===== src/rtl/cla_pkg.sv =====
// Shared constants for the pipelined carry-lookahead adder/subtractor.
package cla_pkg;

    // Operation encodings for the sub input
    localparam logic ADD = 1'b0;
    localparam logic SUB = 1'b1;

    // Bits per first-level lookahead group
    localparam int CLA_GRP = 4;

endpackage


===== src/rtl/cla_slice.sv =====
// Combinational W-bit two-level carry-lookahead adder.
// Level 1 forms generate/propagate per 4-bit group; level 2 derives every
// group carry directly from cin and the group terms in sum-of-products form,
// and bit carries inside a group are expanded the same way, so nothing ripples.
module cla_slice
    import cla_pkg::*;
#(
    parameter int W = 8
) (
    input  logic [W-1:0] a,
    input  logic [W-1:0] b,
    input  logic         cin,
    output logic [W-1:0] s,
    output logic         cout,
    output logic         c_msb
);

    localparam int NG = W / CLA_GRP;

    logic [W-1:0]  w_p;
    logic [W-1:0]  w_g;
    logic [W-1:0]  w_c;
    logic [NG-1:0] w_gg;
    logic [NG-1:0] w_gp;
    logic [NG:0]   w_cg;
    logic          w_term;

    // Two-level lookahead: group G/P, group carries, then bit carries
    always_comb begin
        w_p    = a ^ b;
        w_g    = a & b;
        w_gg   = '0;
        w_gp   = '0;
        w_cg   = '0;
        w_c    = '0;
        w_term = 1'b0;

        for (int j = 0; j < NG; j++) begin
            w_gp[j] = &w_p[j*CLA_GRP +: CLA_GRP];
            for (int i = 0; i < CLA_GRP; i++) begin
                w_term = w_g[j*CLA_GRP + i];
                for (int m = i + 1; m < CLA_GRP; m++)
                    w_term = w_term & w_p[j*CLA_GRP + m];
                w_gg[j] = w_gg[j] | w_term;
            end
        end

        for (int j = 0; j <= NG; j++) begin
            w_term = cin;
            for (int i = 0; i < j; i++)
                w_term = w_term & w_gp[i];
            w_cg[j] = w_term;
            for (int i = 0; i < j; i++) begin
                w_term = w_gg[i];
                for (int m = i + 1; m < j; m++)
                    w_term = w_term & w_gp[m];
                w_cg[j] = w_cg[j] | w_term;
            end
        end

        for (int j = 0; j < NG; j++) begin
            for (int i = 0; i < CLA_GRP; i++) begin
                w_term = w_cg[j];
                for (int m = 0; m < i; m++)
                    w_term = w_term & w_p[j*CLA_GRP + m];
                w_c[j*CLA_GRP + i] = w_term;
                for (int m = 0; m < i; m++) begin
                    w_term = w_g[j*CLA_GRP + m];
                    for (int n = m + 1; n < i; n++)
                        w_term = w_term & w_p[j*CLA_GRP + n];
                    w_c[j*CLA_GRP + i] = w_c[j*CLA_GRP + i] | w_term;
                end
            end
        end
    end

    assign s     = w_p ^ w_c;
    assign cout  = w_cg[NG];
    assign c_msb = w_c[W-1];

endmodule


===== src/rtl/cla_pipe_addsub.sv =====
// Pipelined carry-lookahead adder/subtractor with valid/ready handshake.
// Stage k adds slice k and registers the merged word: sums of slices 0..k in
// the low bits, still-unused operand A bits above. Operand B and the slice
// carry travel alongside. The last stage register is the output register,
// so a beat sampled on an accepting edge appears after STAGES enabled edges.
module cla_pipe_addsub
    import cla_pkg::*;
#(
    parameter int WIDTH  = 16,
    parameter int STAGES = 2
) (
    input  logic             clk,
    input  logic             rst,
    input  logic             in_valid,
    output logic             in_ready,
    input  logic [WIDTH-1:0] a,
    input  logic [WIDTH-1:0] b,
    input  logic             sub,
    input  logic             c_in,
    output logic             out_valid,
    input  logic             out_ready,
    output logic [WIDTH-1:0] sum,
    output logic             c_out,
    output logic             ovf,
    output logic             zero
);

    localparam int SW = WIDTH / STAGES;

    if ((STAGES < 1) || (STAGES > WIDTH / CLA_GRP)) begin : g_bad_stages
        $error("cla_pipe_addsub: STAGES out of range 1..WIDTH/4");
    end
    if ((WIDTH % (CLA_GRP * ((STAGES < 1) ? 1 : STAGES))) != 0) begin : g_bad_width
        $error("cla_pipe_addsub: WIDTH must be a multiple of 4*STAGES");
    end

    logic             w_en;
    logic [WIDTH-1:0] w_b_eff;
    logic             w_cin_eff;

    logic [WIDTH-1:0] w_x_nxt [STAGES];
    logic [WIDTH-1:0] w_b_nxt [STAGES];
    logic             w_c_nxt [STAGES];
    logic             w_cm    [STAGES];

    logic [WIDTH-1:0] r_x [STAGES];
    logic [WIDTH-1:0] r_b [STAGES];
    logic             r_c [STAGES];
    logic [STAGES-1:0] r_v;
    logic             r_ovf;
    logic             r_zero;

    // Whole pipeline moves together; a stalled output freezes every stage
    assign w_en      = out_ready || !out_valid;
    assign in_ready  = w_en;

    assign w_b_eff   = (sub == SUB) ? ~b : b;
    assign w_cin_eff = (sub == SUB) ? 1'b1 : c_in;

    for (genvar k = 0; k < STAGES; k++) begin : g_stage
        localparam int               LO   = k * SW;
        localparam logic [WIDTH-1:0] ONES = '1;
        localparam logic [WIDTH-1:0] MASK = (ONES >> (WIDTH - SW)) << LO;

        logic [WIDTH-1:0] w_x_in;
        logic [WIDTH-1:0] w_b_in;
        logic             w_ci;
        logic [SW-1:0]    w_s;
        logic             w_co;
        logic             w_cmsb;

        if (k == 0) begin : g_first
            assign w_x_in = a;
            assign w_b_in = w_b_eff;
            assign w_ci   = w_cin_eff;
        end else begin : g_next
            assign w_x_in = r_x[k-1];
            assign w_b_in = r_b[k-1];
            assign w_ci   = r_c[k-1];
        end

        cla_slice #(.W(SW)) u_slice (
            .a     (w_x_in[LO +: SW]),
            .b     (w_b_in[LO +: SW]),
            .cin   (w_ci),
            .s     (w_s),
            .cout  (w_co),
            .c_msb (w_cmsb)
        );

        assign w_x_nxt[k] = (w_x_in & ~MASK) | (WIDTH'(w_s) << LO);
        assign w_b_nxt[k] = w_b_in;
        assign w_c_nxt[k] = w_co;
        assign w_cm[k]    = w_cmsb;
    end

    // Advance all stage registers, valid chain and flags when enabled
    always_ff @(posedge clk or negedge rst) begin
        if (!rst) begin
            for (int k = 0; k < STAGES; k++) begin
                r_x[k] <= '0;
                r_b[k] <= '0;
                r_c[k] <= 1'b0;
            end
            r_v    <= '0;
            r_ovf  <= 1'b0;
            r_zero <= 1'b0;
        end else if (w_en) begin
            r_v[0] <= in_valid;
            for (int k = 1; k < STAGES; k++)
                r_v[k] <= r_v[k-1];
            for (int k = 0; k < STAGES; k++) begin
                r_x[k] <= w_x_nxt[k];
                r_b[k] <= w_b_nxt[k];
                r_c[k] <= w_c_nxt[k];
            end
            // Carry into the MSB differing from carry out is exactly the
            // same-sign-operands / flipped-result-sign overflow condition
            r_ovf  <= w_cm[STAGES-1] ^ w_c_nxt[STAGES-1];
            r_zero <= ~|w_x_nxt[STAGES-1];
        end
    end

    assign out_valid = r_v[STAGES-1];
    assign sum       = r_x[STAGES-1];
    assign c_out     = r_c[STAGES-1];
    assign ovf       = r_ovf;
    assign zero      = r_zero;

endmodule

===== config.mk =====
export PLATFORM = sky130hd
export DESIGN_NAME = cla_pipe_addsub
export DESIGN_NICKNAME = d
export VERILOG_FILES = /design/src/rtl/cla_pkg.sv /design/src/rtl/cla_slice.sv /design/src/rtl/cla_pipe_addsub.sv
export SDC_FILE = /design/constraint.sdc
export NUM_CORES = 1
export LEC_CHECK = 0
export CAP_MARGIN = 5
export CORE_MARGIN = 4
export CORE_UTILIZATION = 57
export CTS_CLUSTER_DIAMETER = 30
export DETAILED_ROUTE_END_ITERATION = 7
export DONT_BUFFER_PORTS = 1
export GPL_TIMING_DRIVEN = 0
export HOLD_SLACK_MARGIN = 0.12
export MAX_ROUTING_LAYER = met4
export PLACE_DENSITY = 0.75
export SYNTH_ARGS = -nofsm -noshare
export SYNTH_HDL_FRONTEND = slang
export SYNTH_SLANG_ARGS = --single-unit

===== constraint.sdc =====
create_clock -name clk -period 2.6 [get_ports clk]
set_clock_uncertainty 0.15 [all_clocks]
set_input_delay 0 -clock clk [delete_from_list [all_inputs] [get_ports clk]]
set_output_delay 0 -clock clk [all_outputs]
set_load 0.005 [all_outputs]

After elaboration in Yosys (flattened, before gate mapping):

Cells that the tools add are included.

* bitwise logic cells: 94
* mux-type cells: 2
* reductions and logical operators: 8

Operators with widths (count)
* bitwise AND 1 bit: 42
* bitwise OR 1 bit: 42
* XOR 8 bit: 4
* bitwise AND 8 bit: 2
* two-way mux 16 bit: 1
* inverter 16 bit: 1
* bitwise OR 16 x 8 -> 16 bit: 1
* bitwise OR 8 x 16 -> 16 bit: 1
* AND reduction 4 bit: 4
* OR reduction 16 bit: 1
* logical NOT 1 bit: 2
* logical OR 1 bit: 1
* two-way mux 1 bit: 1
* XOR 1 bit: 1

* flip-flop bits (word level): 54
* word-level logic and storage cells: 112

Depth between registers and ports, before layout:

Gate-level depths: netlist of run 1.

* depth in word-level cells: 18
* mapped depth: 13
* gate-level depth less buffers: 11

By module:

Synthesis of run 1 repeated with hierarchy kept, for this count alone.

* cells, all modules: 288
* area total of the unflattened synthesis: 2680.1 µm²

Modules (own cells, without submodules)
* cla_pipe_addsub: cells an instance 208, times used 1, area each 1989.4 µm²
* cla_slice: cells an instance 40, times used 2, area each 345.3 µm²

Worst setup path before layout of run 1:

OpenSTA, ideal clock, no wires.

* path type: reg-to-reg
* start: register r_b (netlist bit g_stage[1].w_b_in[8])
* end: register r_zero, in the netlist zero
* path buffers: 0
* period minus slack after synthesis: 2757 ps
* arrival time: 2530 ps
* setup time: 76 ps
* cell stages (with the launch flop): 11
* data required time: 2374 ps
* path slack: -157 ps
* cells stage by stage: dfrtp_1 -> ha_1 -> a211oi_1 -> nor2_1 -> o21ai_1 -> nand2b_1 -> fa_1 -> nor4b_2 -> nand4_1 -> or4_1 -> o21ai_1

* elaborated cells on any way between the ends: 33
* those cells by class: bitwise: 30; reduce/logical: 3

RTL lines
* from (decl): RTL line cla_pipe_addsub.sv:47 `logic [WIDTH-1:0] r_b [STAGES];`
* from (signal, indexed assignment): RTL line cla_pipe_addsub.sv:114 `r_b[k] <= w_b_nxt[k];`
* bitwise AND 8 bit: RTL line cla_slice.sv:31 `w_g = a & b;`
* bitwise AND 1 bit (3 in series): RTL line cla_slice.sv:43 `w_term = w_term & w_p[j*CLA_GRP + m];`
* bitwise OR 1 bit (3 in series): RTL line cla_slice.sv:44 `w_gg[j] = w_gg[j] | w_term;`
* bitwise OR 1 bit *: RTL line cla_slice.sv:57 `w_cg[j] = w_cg[j] | w_term;`
* XOR 8 bit *: RTL line cla_slice.sv:77 `assign s = w_p ^ w_c;`
* net g_stage[1].u_slice.s[4]: RTL line cla_slice.sv:13 `output logic [W-1:0] s,`
* bitwise OR 8 x 16 -> 16 bit *: RTL line cla_pipe_addsub.sv:91 `assign w_x_nxt[k] = (w_x_in & ~MASK) | (WIDTH'(w_s) << LO);`
* OR reduction 16 bit *: RTL line cla_pipe_addsub.sv:120 `r_zero <= ~|w_x_nxt[STAGES-1];`
* logical NOT 1 bit *: RTL line cla_pipe_addsub.sv:120
* to (signal assigned): RTL line cla_pipe_addsub.sv:120
* to (decl): RTL line cla_pipe_addsub.sv:51 `logic r_zero;`

The timed path passes the listed nets; every way through them passes the cells marked *.
A chain may end at the register's enable or synchronous reset.

Worst setup path in the final report of run 1:

Ends and elaborated chain as after synthesis.

==> reports/summary.txt, run 1 <==
========================================================================================================
Maximum resistive drop on vdd .............................................................     0.406 mV
Number of detailed-routing iterations run before antenna repair ...........................            4
# Max-Cap Violations ......................................................................            0
Die height ................................................................................      74.9 um
Failing checks ............................................................................ negative setup slack
Switching Power ...........................................................................       879 uW
Data arrival time of the critical path ....................................................      2.97 ns
Wire length per cell ......................................................................      17.3 um
Final Hold Fails ..........................................................................            0
Total Die Area ............................................................................  0.00561 mm2
Initial Utilization .......................................................................        0.586
Count of input and output buffers .........................................................            0
Dominant combinational cell family by area after synthesis ................................ simple AND/OR/NAND/NOR gates
Total via count in the routed design ......................................................        2,179
Tightest slew margin relative to the limit ................................................        0.635
Reg2Reg Depth .............................................................................           10
Total length of routed wires ..............................................................      6750 um
Top routing layer used ....................................................................         met4
Startpoint type of the worst setup path ...................................................         flop
Core Region ...............................................................................  0.00435 mm2
Category of the critical setup timing path ................................................   reg -> reg
Fraction of power spent switching nets ....................................................        0.359
Total grt overflow ........................................................................            0
Filler cell count in the final layout .....................................................          275
Nature of the critical path endpoint ......................................................         flop
Wire length on met1 .......................................................................      2620 um
Synthesized area ..........................................................................  0.00255 mm2
Initial DRC count .........................................................................          120
Setup slack of the most critical reg-to-reg path ..........................................     -0.28 ns
Combinational power share .................................................................        0.351
Crit path time final ......................................................................      2.88 ns
Fraction of synthesized cell area taken by the top area cell type .........................        0.451
Met2 Wirelength ...........................................................................      3610 um
Adder-Cell Fraction of Synth Area .........................................................        0.129
Layout area overhead ......................................................................        31.5%
Number of pins exceeding their max-slew limit in the final report .........................            0
CP required ...............................................................................      2.68 ns
TritonCTS clock tree ......................................................................         done
Antenna viol nets, final ..................................................................            0
Relative contribution of the clock network to total power .................................        0.202
Hold WC Path Type .........................................................................  in -> async
Critical Path Max Stage Delay .............................................................      0.50 ns
Via count of the first global-routing pass ................................................        2,287
Wire length on met3 .......................................................................       388 um
Cell Rows .................................................................................           24
Multiplexer fraction of the synthesized cell area .........................................      0.00883
Worst setup path endpoint .................................................................         zero
Wire length of the first global-routing pass ..............................................    10,500 um
Pin count of the biggest net entering global routing ......................................           47
R2r endpoint ..............................................................................         zero
Share of the yosys chip area belonging to registers .......................................        0.451
DR DRC count ..............................................................................            0
Worst path cell trace ..................................................................... ha_4 > a211oi_4 > nor2_1 > o21ai_1 > nand2b_1 > fa_1 > nor4b_2 > nand4_1 > or4_1 > o21ai_1
Worst R2R Start ........................................................................... g_stage[1].w_b_in[8]
Yosys cell types ..........................................................................           32
Crit path top cell by count ............................................................... sky130_fd_sc_hd__o21ai_1
Power Density .............................................................................   731 mW/mm2
Portion of total power attributed to sequential cells .....................................        0.447
Critical path fanouts, max ................................................................            2
Count of H-tree levels built during CTS ...................................................            2
Layout cell share with drive strength beyond 1 ............................................       0.0680
Final setup violation count ...............................................................            1
DIE WIDTH .................................................................................      74.9 um
First element of the critical path ........................................................ g_stage[1].w_b_in[8]
P_leak ....................................................................................   0.00155 uW
Routability congestion estimate ...........................................................        0.795
Result of the run ......................................................................... finished, violations left
Compound-gate portion of the synthesized area .............................................        0.108
Maximum clock frequency ...................................................................      347 MHz
Basic-gate share of the synthesized area counting and, or, nand and nor cells .............        0.178
Post-synthesis sequential element count ...................................................           46
Setup WS post-layout ......................................................................    -0.282 ns
Slowest CP cell ........................................................................... sky130_fd_sc_hd__fa_1
CTS max path bufs .........................................................................            2
Top cells by area, synth .................................................................. sky130_fd_sc_hd__dfrtp_1 (45%), sky130_fd_sc_hd__nand2_1 (11%), sky130_fd_sc_hd__ha_1 (9.8%), sky130_fd_sc_hd__xor2_1 (5.8%), sky130_fd_sc_hd__xnor2_1 (3.4%)
WP depth ..................................................................................           10
Clock latency of the later-clocked register in the worst-skew pair ........................      0.31 ns
Antenna violations before repair ..........................................................            0
Worst Hold Slack ..........................................................................     0.127 ns
Global-route usage over all layers ........................................................        0.262
Xor/xnor cell area share of the yosys netlist .............................................       0.0927
Mapped Cells ..............................................................................          275
Synthesized Nets ..........................................................................          337
Synthesized area per cell .................................................................     9.28 um2
Clock tree root driver cell ............................................................... sky130_fd_sc_hd__clkbuf_8
Clk sinks .................................................................................           46
Cts bufs inserted .........................................................................            5
Cell internal pwr .........................................................................      1570 uW
Worst path buffer plus inverter count .....................................................            0
Cell taking the most area after synthesis ................................................. sky130_fd_sc_hd__dfrtp_1
Half-perimeter wire length after detailed placement .......................................      4160 um
Via/cell ratio ............................................................................         5.59
Post-CTS clock slew at the launch and capture registers of the worst setup and hold paths .      0.09 ns
Family with the most delay on the worst path .............................................. simple AND/OR/NAND/NOR gates
Final cycle utilization of the critical path ..............................................         1.11
Nets@finish ...............................................................................          399
Pin slew with the least headroom to its limit .............................................     0.547 ns
RSZ-0062 raised after global routing ......................................................         true
Yosys warning total .......................................................................            0
Number of primary I/O pins ................................................................           59
N_diodes ..................................................................................            0
Fraction of the core area covered by cells at the end of the flow .........................        0.770
========================================================================================================
## worst register-to-register path, delay by kind of cell, from the launching register on
family,cells,cell delay [ns]
AO/OA/AOI/OAI,3,0.49
flip-flops,1,0.43
AND/OR/NAND/NOR,5,0.96
adder cells (fa/ha/maj),2,0.77
## stage by stage
stage | power (uW) | cells | TNS [ns] | instance area [um2] | setup WS, ns
floorplan | 1570 | 275 | -0.0227 | 2560 | -0.0227
global placement | 1720 | 327 | -0.311 | 2620 | -0.201
detailed placement | 1750 | 327 | -0.373 | 2620 | -0.245
CTS | 2390 | 390 | -0.297 | 3320 | -0.297
global route | 2590 | 390 | -0.380 | 3350 | -0.380
finish | 2450 | 390 | -0.282 | 3350 | -0.282
## cells in the final DEF, fill, tap and decap left out, types with 2 or more instances in the layout
cell                            Yosys  final
sky130_fd_sc_hd__a31oi_1            2      2
sky130_fd_sc_hd__ha_1              20     18
sky130_fd_sc_hd__ha_4               0      2
sky130_fd_sc_hd__nor3_1             3      3
sky130_fd_sc_hd__nand2b_1           3      3
sky130_fd_sc_hd__mux2_2             2      2
sky130_fd_sc_hd__xnor2_1           10     10
sky130_fd_sc_hd__o31ai_1            2      2
sky130_fd_sc_hd__fa_1               4      4
sky130_fd_sc_hd__nor2_1            15     15
sky130_fd_sc_hd__buf_16             0      2
sky130_fd_sc_hd__a21oi_1           12     12
sky130_fd_sc_hd__o21a_1             6      6
sky130_fd_sc_hd__clkbuf_1           9      9
sky130_fd_sc_hd__o21ai_1           17     17
sky130_fd_sc_hd__dfrtp_1           46     46
sky130_fd_sc_hd__o21ai_0            4      3
sky130_fd_sc_hd__dlygate4sd3_1      0     53
sky130_fd_sc_hd__clkbuf_8           0      7
sky130_fd_sc_hd__inv_1              8      8
sky130_fd_sc_hd__nand2_1           78     78
sky130_fd_sc_hd__inv_2              2      2
sky130_fd_sc_hd__xor2_1            17     17
## per-layer routing
metal / track usage / up-vias
met4: 0.113 / 0
met3: 0.0587 / 9
li1: - / 1028
met2: 0.454 / 76
met1: 0.287 / 1066
met5: - / -
## how the worst min path moves through the flow
stage	to	slack (ns)
final	sum[12]	0.13
after global routing	g_stage[1].w_b_in[10]	0.16
after CTS	g_stage[1].w_x_in[7]	0.14
after detailed placement	sum[12]	-0.44
after global placement	g_stage[1].w_x_in[12]	-0.44
after floorplan	c_out	-0.45
## layout make-up
type | instances | area [um2] | share of cell area
timing repair buffer | 55 | 586 | 0.175
clock inverter | 1 | 8.76 | 0.00261
multi-input combinational | 208 | 1360 | 0.405
buffer | 11 | 50.0 | 0.0149
clock buffer | 7 | 96.3 | 0.0287
tap | 52 | 65.1 | 0.0194
inverter | 10 | 37.5 | 0.0112
sequential | 46 | 1150 | 0.343
## state kept, by name, indices dropped and copies added, names as in the netlist
name            flops
g_stage.w_x_in     16
sum                16
g_stage.w_b_in      8
r_v                 2
c_out               1
g_stage.w_ci        1
ovf                 1
zero                1
## kinds of logic (layout without fill, tap and decap cells)
logic type / count (synthesis) / count (layout)
AOI/OAI and AO/OA: 48 / 48
xor gates and xnor gates: 27 / 27
adders and majority gates: 24 / 24
buffers and inverters: 21 / 84
DFF: 46 / 46
muxes: 2 / 2
and+or+nand+nor: 107 / 107
## power groups by stage
stage / Combinational, uW / Sequential, uW / Clock (uW)
final: 860 / 1100 / 496
after global routing: 952 / 1120 / 521
after CTS: 801 / 1090 / 499
after detailed placement: 648 / 1100 / 0
after global placement: 624 / 1090 / 0
after floorplan: 524 / 1040 / 0
## Yosys cell counts
cell / instances
sky130_fd_sc_hd__or4_1: 1
sky130_fd_sc_hd__a211oi_1: 2
sky130_fd_sc_hd__or2_1: 1
sky130_fd_sc_hd__o31ai_1: 2
sky130_fd_sc_hd__dfrtp_1: 46
sky130_fd_sc_hd__nand4_1: 1
sky130_fd_sc_hd__mux2_2: 2
sky130_fd_sc_hd__nor2_1: 15
sky130_fd_sc_hd__o21a_1: 6
sky130_fd_sc_hd__xor2_1: 17
sky130_fd_sc_hd__nor4_2: 1
sky130_fd_sc_hd__or4_4: 1
sky130_fd_sc_hd__o211ai_1: 1
sky130_fd_sc_hd__a221oi_1: 1
sky130_fd_sc_hd__a21o_1: 1
sky130_fd_sc_hd__clkbuf_1: 9
sky130_fd_sc_hd__inv_1: 8
sky130_fd_sc_hd__o21ai_1: 17
sky130_fd_sc_hd__a21oi_1: 12
sky130_fd_sc_hd__nor3_1: 3
sky130_fd_sc_hd__nand2_1: 78
sky130_fd_sc_hd__nand2b_1: 3
sky130_fd_sc_hd__xnor2_1: 10
sky130_fd_sc_hd__o21ai_0: 4
sky130_fd_sc_hd__nor2b_1: 1
sky130_fd_sc_hd__a31oi_1: 2
sky130_fd_sc_hd__ha_1: 20
sky130_fd_sc_hd__fa_1: 4
sky130_fd_sc_hd__inv_2: 2
sky130_fd_sc_hd__nand3_1: 1
sky130_fd_sc_hd__nor4b_2: 1
sky130_fd_sc_hd__buf_2: 2
## repair_timing
item | in CTS | in global routing
setup endpoints to repair | 1 | 5
hold endpoints to repair | 77 | 0
gates resized for setup | 1 | 6
setup buffers | 0 | 0
pin swaps | 2 | 1
hold buffers | 55 | 0
(Power assumes the default switching activity.)
==> inputs of run 2 (changes only) <==
CORE_UTILIZATION = 35   (was 57)
PLACE_DENSITY = not set   (was 0.75)
SETUP_SLACK_MARGIN = 0.4   (was not set)
==> reports/summary.txt, run 2 (synthesized netlist as in run 1, its figures left out) <==
========================================================================================================
Number of pins exceeding their max-slew limit in the final report .........................            0   unchanged
RSZ-0062 raised after global routing ......................................................         true
Pin count of the biggest net entering global routing ......................................           47   unchanged
# Max-Cap Violations ......................................................................            0   unchanged
Cell Rows .................................................................................           30   +25%
Final setup violation count ...............................................................            2   +1
Crit path time final ......................................................................      2.87 ns   -0.00848 ns
Count of H-tree levels built during CTS ...................................................            2   unchanged
Setup slack of the most critical reg-to-reg path ..........................................     -0.27 ns   about the same
DIE WIDTH .................................................................................      93.4 um   +25%
Startpoint type of the worst setup path ...................................................         flop
Total via count in the routed design ......................................................        2,083   -4.4%
Global-route usage over all layers ........................................................        0.162   -0.100
Wire length per cell ......................................................................      14.6 um   -16%
Total Die Area ............................................................................  0.00872 mm2   +55%
Reg2Reg Depth .............................................................................           10   unchanged
TritonCTS clock tree ......................................................................         done
P_leak ....................................................................................   0.00160 uW   +3.0%
Die height ................................................................................      93.4 um   +25%
Crit path top cell by count ............................................................... sky130_fd_sc_hd__o21ai_1
Fraction of power spent switching nets ....................................................        0.350   -0.00808
Number of primary I/O pins ................................................................           59   unchanged
Total length of routed wires ..............................................................      6430 um   -4.7%
Category of the critical setup timing path ................................................   reg -> reg
Clock tree root driver cell ............................................................... sky130_fd_sc_hd__clkbuf_8
Top library cells by usage in the layout, fill and taps aside ............................. sky130_fd_sc_hd__nand2_1 (77), sky130_fd_sc_hd__dlygate4sd3_1 (49), sky130_fd_sc_hd__dfrtp_1 (46)
Total grt overflow ........................................................................            0   unchanged
Antenna violations before repair ..........................................................            0   unchanged
Initial Utilization .......................................................................        0.367   -0.219
Initial DRC count .........................................................................           44   -63%
Instance area at placement ................................................................  0.00270 mm2   +2.8%
Core Region ...............................................................................  0.00694 mm2   +59%
Critical Path Max Stage Delay .............................................................      0.52 ns   +0.02 ns
Layout cell share with drive strength beyond 1 ............................................        0.130   +0.0624
Fraction of the core area covered by cells at the end of the flow .........................        0.505   -0.265
Post-route cell area ......................................................................  0.00351 mm2   +4.6%
Layout area overhead ......................................................................        37.6%
Maximum resistive drop on vdd .............................................................     0.238 mV   -41%
Clk sinks .................................................................................           46   unchanged
Post-CTS clock slew at the launch and capture registers of the worst setup and hold paths .      0.09 ns   about the same
Result of the run ......................................................................... finished, violations left
Clock latency of the later-clocked register in the worst-skew pair ........................      0.30 ns   about the same
Overall power .............................................................................      2500 uW   +1.9%
Half-perimeter wire length after detailed placement .......................................      4540 um   +9.2%
Via count of the first global-routing pass ................................................        2,186   -4.4%
Nets@finish ...............................................................................          406   +1.8%
Antenna viol nets, final ..................................................................            0   unchanged
Portion of total power attributed to sequential cells .....................................        0.435   -0.012
WP depth ..................................................................................           10   unchanged
Via/cell ratio ............................................................................         4.72   -15%
Maximum clock frequency ...................................................................      348 MHz   +0.30%
Routability congestion estimate ...........................................................        0.782   -1.6%
Cts bufs inserted .........................................................................            5   unchanged
Nature of the critical path endpoint ......................................................         flop
Count of input and output buffers .........................................................            0   unchanged
N_diodes ..................................................................................            0   unchanged
DR DRC count ..............................................................................            0   unchanged
Worst path buffer plus inverter count .....................................................            0   unchanged
CTS max path bufs .........................................................................            2   unchanged
Failing checks ............................................................................ negative setup slack
CP required ...............................................................................      2.69 ns   about the same
Switching Power ...........................................................................       876 uW   -0.35%
First element of the critical path ........................................................ g_stage[1].w_x_in[8]
Combinational power share .................................................................        0.378   +0.027
Worst R2R Start ........................................................................... g_stage[1].w_x_in[8]
Cell internal pwr .........................................................................      1620 uW   +3.2%
Tightest slew margin relative to the limit ................................................        0.632   -0.00289
R2r endpoint ..............................................................................         zero
Final cycle utilization of the critical path ..............................................         1.11   -0.00326
Worst setup path endpoint .................................................................         zero
Relative contribution of the clock network to total power .................................        0.187   -0.015
Number of detailed-routing iterations run before antenna repair ...........................            4   unchanged
Slowest CP cell ........................................................................... sky130_fd_sc_hd__or4_1
Most frequent standard cell in the layout excluding fill and tap cells .................... sky130_fd_sc_hd__nand2_1
Hold WC Path Type .........................................................................    in -> reg
Setup WS post-layout ......................................................................    -0.274 ns   +0.00848 ns
Power Density .............................................................................   712 mW/mm2   -2.6%
Wire length of the first global-routing pass ..............................................    10,800 um   +2.6%
Data arrival time of the critical path ....................................................      2.96 ns   about the same
Pin slew with the least headroom to its limit .............................................     0.551 ns   +0.00434 ns
Worst path cell trace ..................................................................... ha_4 > a211oi_4 > nor2_1 > o21ai_1 > nand2b_1 > fa_2 > nor4b_2 > nand4_1 > or4_1 > o21ai_1
Final Hold Fails ..........................................................................            0   unchanged
Family with the most delay on the worst path .............................................. simple AND/OR/NAND/NOR gates
Critical path fanouts, max ................................................................            2   unchanged
========================================================================================================
-- run 2: changes by cell type in the layout (fill, tap and decap cells not counted), moves of 2 or more --
cell	delta
sky130_fd_sc_hd__ha_1	-2
sky130_fd_sc_hd__clkbuf_2	+2
sky130_fd_sc_hd__buf_6	+5
sky130_fd_sc_hd__clkbuf_1	-2
sky130_fd_sc_hd__buf_4	+7
sky130_fd_sc_hd__dlygate4sd3_1	-4
-- run 2: how the worst min path moves through the flow --
stage	start	to	cells after the start
finish	a[14]	g_stage[1].w_x_in[14]	3
global route	a[14]	g_stage[1].w_x_in[14]	3
CTS	a[12]	g_stage[1].w_x_in[12]	3
detailed placement	rst	sum[10]	0
global placement	rst	g_stage[1].w_x_in[11]	0
floorplan	rst	c_out	0
-- run 2: metal layers --
layer | vias up | track usage | part of all wire
met2 | 47 | 0.271 | 0.51
met5 | - | - | 0
met3 | 7 | 0.0314 | 0.046
li1 | 1038 | - | -
met1 | 991 | 0.198 | 0.43
met4 | 0 | 0.0488 | 0.013
-- run 2: power groups by stage --
stage               Clock (uW)  Sequential (uW)  Combinational, uW
floorplan                    0             1040                527
global placement             0             1100                639
detailed placement           0             1100                658
CTS                        480             1090                855
global route               509             1120               1060
finish                     466             1090                946
-- run 2: cell type report --
type | instances | area [um2]
tap | 96 | 120
clock buffer | 6 | 82.6
multi-input combinational | 208 | 1410
inverter | 10 | 37.5
fill | 642 | 3430
buffer | 11 | 67.6
timing repair buffer | 62 | 627
sequential | 46 | 1150
clock inverter | 2 | 12.5
-- run 2: repair_timing --
action,4_1_cts,5_1_grt
setup buffers,7,5
endpoints found under the hold margin,75,0
resized for setup,8,16
hold buffers,50,0
endpoints found under the setup margin,5,21
pin swaps,9,11
-- run 2: worst reg2reg max path, delay by kind of cell, from the launching register on --
family / cells / cell delay (ns)
adders and majority gates: 2 / 0.72
DFF: 1 / 0.42
AOI/OAI and AO/OA: 3 / 0.49
and+or+nand+nor: 5 / 1.03
-- run 2: per-stage QoR --
stage | cells | setup TNS [ns] | hold WS (ns) | setup slack [ns]
floorplan | 275 | -0.0227 | -0.446 | -0.0227
global placement | 371 | -0.236 | -0.444 | -0.236
detailed placement | 371 | -0.268 | -0.444 | -0.268
CTS | 436 | -0.401 | 0.196 | -0.247
global route | 441 | -0.801 | 0.191 | -0.404
finish | 441 | -0.433 | 0.195 | -0.274
==> inputs of run 3 (changes only) <==
CORE_UTILIZATION = 57   (was 35)
PLACE_DENSITY = 0.75   (was not set)
==> reports/summary.txt, run 3 (synthesized netlist as in run 1, its figures left out) <==
========================================================================================================
Number of pins exceeding their max-slew limit in the final report .........................            0   unchanged
Layout cell share with drive strength beyond 1 ............................................        0.141   +0.0108
Clock latency of the later-clocked register in the worst-skew pair ........................      0.30 ns   about the same
Final setup violation count ...............................................................            2   unchanged
Wire length per cell ......................................................................      17.7 um   +21%
Instance area at placement ................................................................  0.00264 mm2   -2.0%
Half-perimeter wire length after detailed placement .......................................      4060 um   -11%
Initial Utilization .......................................................................        0.586   +0.219
Antenna viol nets, final ..................................................................            0   unchanged
Slowest CP cell ........................................................................... sky130_fd_sc_hd__fa_2
Die height ................................................................................      74.9 um   -20%
Post-route cell area ......................................................................  0.00351 mm2   -0.11%
Number of primary I/O pins ................................................................           59   unchanged
Post-route insts no fill ..................................................................          399   -9.5%
Worst Hold Slack ..........................................................................     0.149 ns   -0.0463 ns
Layout area overhead ......................................................................        37.4%
Total via count in the routed design ......................................................        2,239   +7.5%
Data arrival time of the critical path ....................................................      2.94 ns   -0.02 ns
Failing checks ............................................................................ negative setup slack
Storage cell area .........................................................................  0.00115 mm2   unchanged
Cts bufs inserted .........................................................................            5   unchanged
Power Density .............................................................................   739 mW/mm2   +3.7%
N_diodes ..................................................................................            0   unchanged
Most frequent standard cell in the layout excluding fill and tap cells .................... sky130_fd_sc_hd__nand2_1
Pin count of the biggest net entering global routing ......................................           47   unchanged
# Max-Cap Violations ......................................................................            0   unchanged
Area of the multi-input gates .............................................................  0.00143 mm2   +1.5%
Nets@finish ...............................................................................          408   +0.49%
Count of H-tree levels built during CTS ...................................................            2   unchanged
Clock tree root driver cell ............................................................... sky130_fd_sc_hd__clkbuf_8
Category of the critical setup timing path ................................................   reg -> reg
Tightest slew margin relative to the limit ................................................        0.628   -0.00439
Maximum resistive drop on vdd .............................................................     0.338 mV   +42%
Pin slew with the least headroom to its limit .............................................     0.558 ns   +0.00659 ns
DIE WIDTH .................................................................................      74.9 um   -20%
Setup WS post-layout ......................................................................    -0.275 ns   -0.00146 ns
Crit path top cell by count ............................................................... sky130_fd_sc_hd__o21ai_1
Routability congestion estimate ...........................................................        0.835   +6.8%
DR DRC count ..............................................................................            0   unchanged
Post-CTS clock slew at the launch and capture registers of the worst setup and hold paths .      0.08 ns   about the same
Total length of routed wires ..............................................................      7050 um   +9.6%
Cell Rows .................................................................................           24   -20%
Hold WC Path Type .........................................................................    in -> reg
Number of cells in the design after placement .............................................          327   -12%
Clk sinks .................................................................................           46   unchanged
Nature of the critical path endpoint ......................................................         flop
Antenna violations before repair ..........................................................            0   unchanged
Crit path time final ......................................................................      2.88 ns   +0.00146 ns
Startpoint type of the worst setup path ...................................................         flop
Filler cell count in the final layout .....................................................          239   -63%
Final cycle utilization of the critical path ..............................................         1.11   about the same
Via count of the first global-routing pass ................................................        2,200   +0.64%
CP required ...............................................................................      2.67 ns   -0.02 ns
Critical path fanouts, max ................................................................            2   unchanged
Critical Path Max Stage Delay .............................................................      0.46 ns   -0.06 ns
P_leak ....................................................................................   0.00162 uW   +1.7%
CTS max path bufs .........................................................................            2   unchanged
Fraction of the core area covered by cells at the end of the flow .........................        0.805   +0.300
Total grt overflow ........................................................................            0   unchanged
Top library cells by usage in the layout, fill and taps aside ............................. sky130_fd_sc_hd__nand2_1 (78), sky130_fd_sc_hd__dlygate4sd3_1 (51), sky130_fd_sc_hd__dfrtp_1 (46)
Via/cell ratio ............................................................................         5.61   +19%
Initial DRC count .........................................................................          186   +320%
Wire length of the first global-routing pass ..............................................    10,500 um   -2.9%
TritonCTS clock tree ......................................................................         done
Count of input and output buffers .........................................................            0   unchanged
Worst path cell trace ..................................................................... ha_4 > a211oi_4 > nor2_1 > o21ai_1 > nand2b_1 > fa_2 > nor4b_2 > nand4_1 > or4_1 > o21ai_1
DP Worst Slack ............................................................................    -0.232 ns   +0.0356 ns
Total Die Area ............................................................................  0.00561 mm2   -36%
Global-route usage over all layers ........................................................        0.262   +0.0998
RSZ-0062 raised after global routing ......................................................         true
Number of detailed-routing iterations run before antenna repair ...........................            5   +1
Core Region ...............................................................................  0.00435 mm2   -37%
Final Hold Fails ..........................................................................            0   unchanged
Result of the run ......................................................................... finished, violations left
Maximum clock frequency ...................................................................      348 MHz   about the same
========================================================================================================
run 3: area by class of cell:
class                      instances  area share
multi-input combinational        208       0.409
buffer                            11      0.0200
clock inverter                     1     0.00857
sequential                        46       0.328
clock buffer                       7      0.0218
timing repair buffer              64       0.183
tap                               52      0.0186
inverter                          10      0.0107
run 3: final timing paths:
kind                                           start                     to  slack (ns)  depth (start not counted)
worst max-delay path            g_stage[1].w_b_in[8]                   zero       -0.28                         10
worst min-delay path                            b[0]   g_stage[1].w_x_in[1]        0.15                          5
worst max register to register  g_stage[1].w_b_in[8]                   zero       -0.28                         10
worst min register to register                r_v[0]                 r_v[0]        0.32                          2
max in group asynchronous                        rst  g_stage[1].w_x_in[11]        1.51                          3
min in group asynchronous                        rst                sum[15]        0.59                          3
run 3: power by group:
part / total, uW / internal (uW) / switching, uW
clock network: 523 / 288 / 235
logic: 979 / 487 / 492
registers: 1090 / 916 / 173
total: 2590 / 1690 / 900
run 3: per-stage QoR:
step / total power, uW / setup TNS [ns]
after floorplan: 1570 / -0.0227
after global placement: 1720 / -0.200
after detailed placement: 1740 / -0.232
after CTS: 2460 / -0.508
after global routing: 2740 / -0.635
final: 2590 / -0.447
run 3: routing by layer:
layer | share of wire | up-vias | GRT usage
met4 | 0.030 | 0 | 0.0949
met1 | 0.41 | 1091 | 0.325
met5 | 0 | - | -
met2 | 0.51 | 83 | 0.425
li1 | - | 1047 | -
met3 | 0.054 | 18 | 0.0507
run 3: timing repair:
action / in CTS / in global routing
hold buffers: 52 / 0
pin swaps: 7 / 14
setup endpoints to repair: 7 / 29
resized for setup: 8 / 25
buffers inserted: 6 / 6
endpoints found under the hold margin: 75 / 0
run 3: worst max-delay path, delay by kind of cell (launching register included):
kind                     cells  cell delay [ns]
AO/OA/AOI/OAI                3             0.51
AND/OR/NAND/NOR              5             0.99
flip-flops                   1             0.42
adder cells (fa/ha/maj)      2             0.72
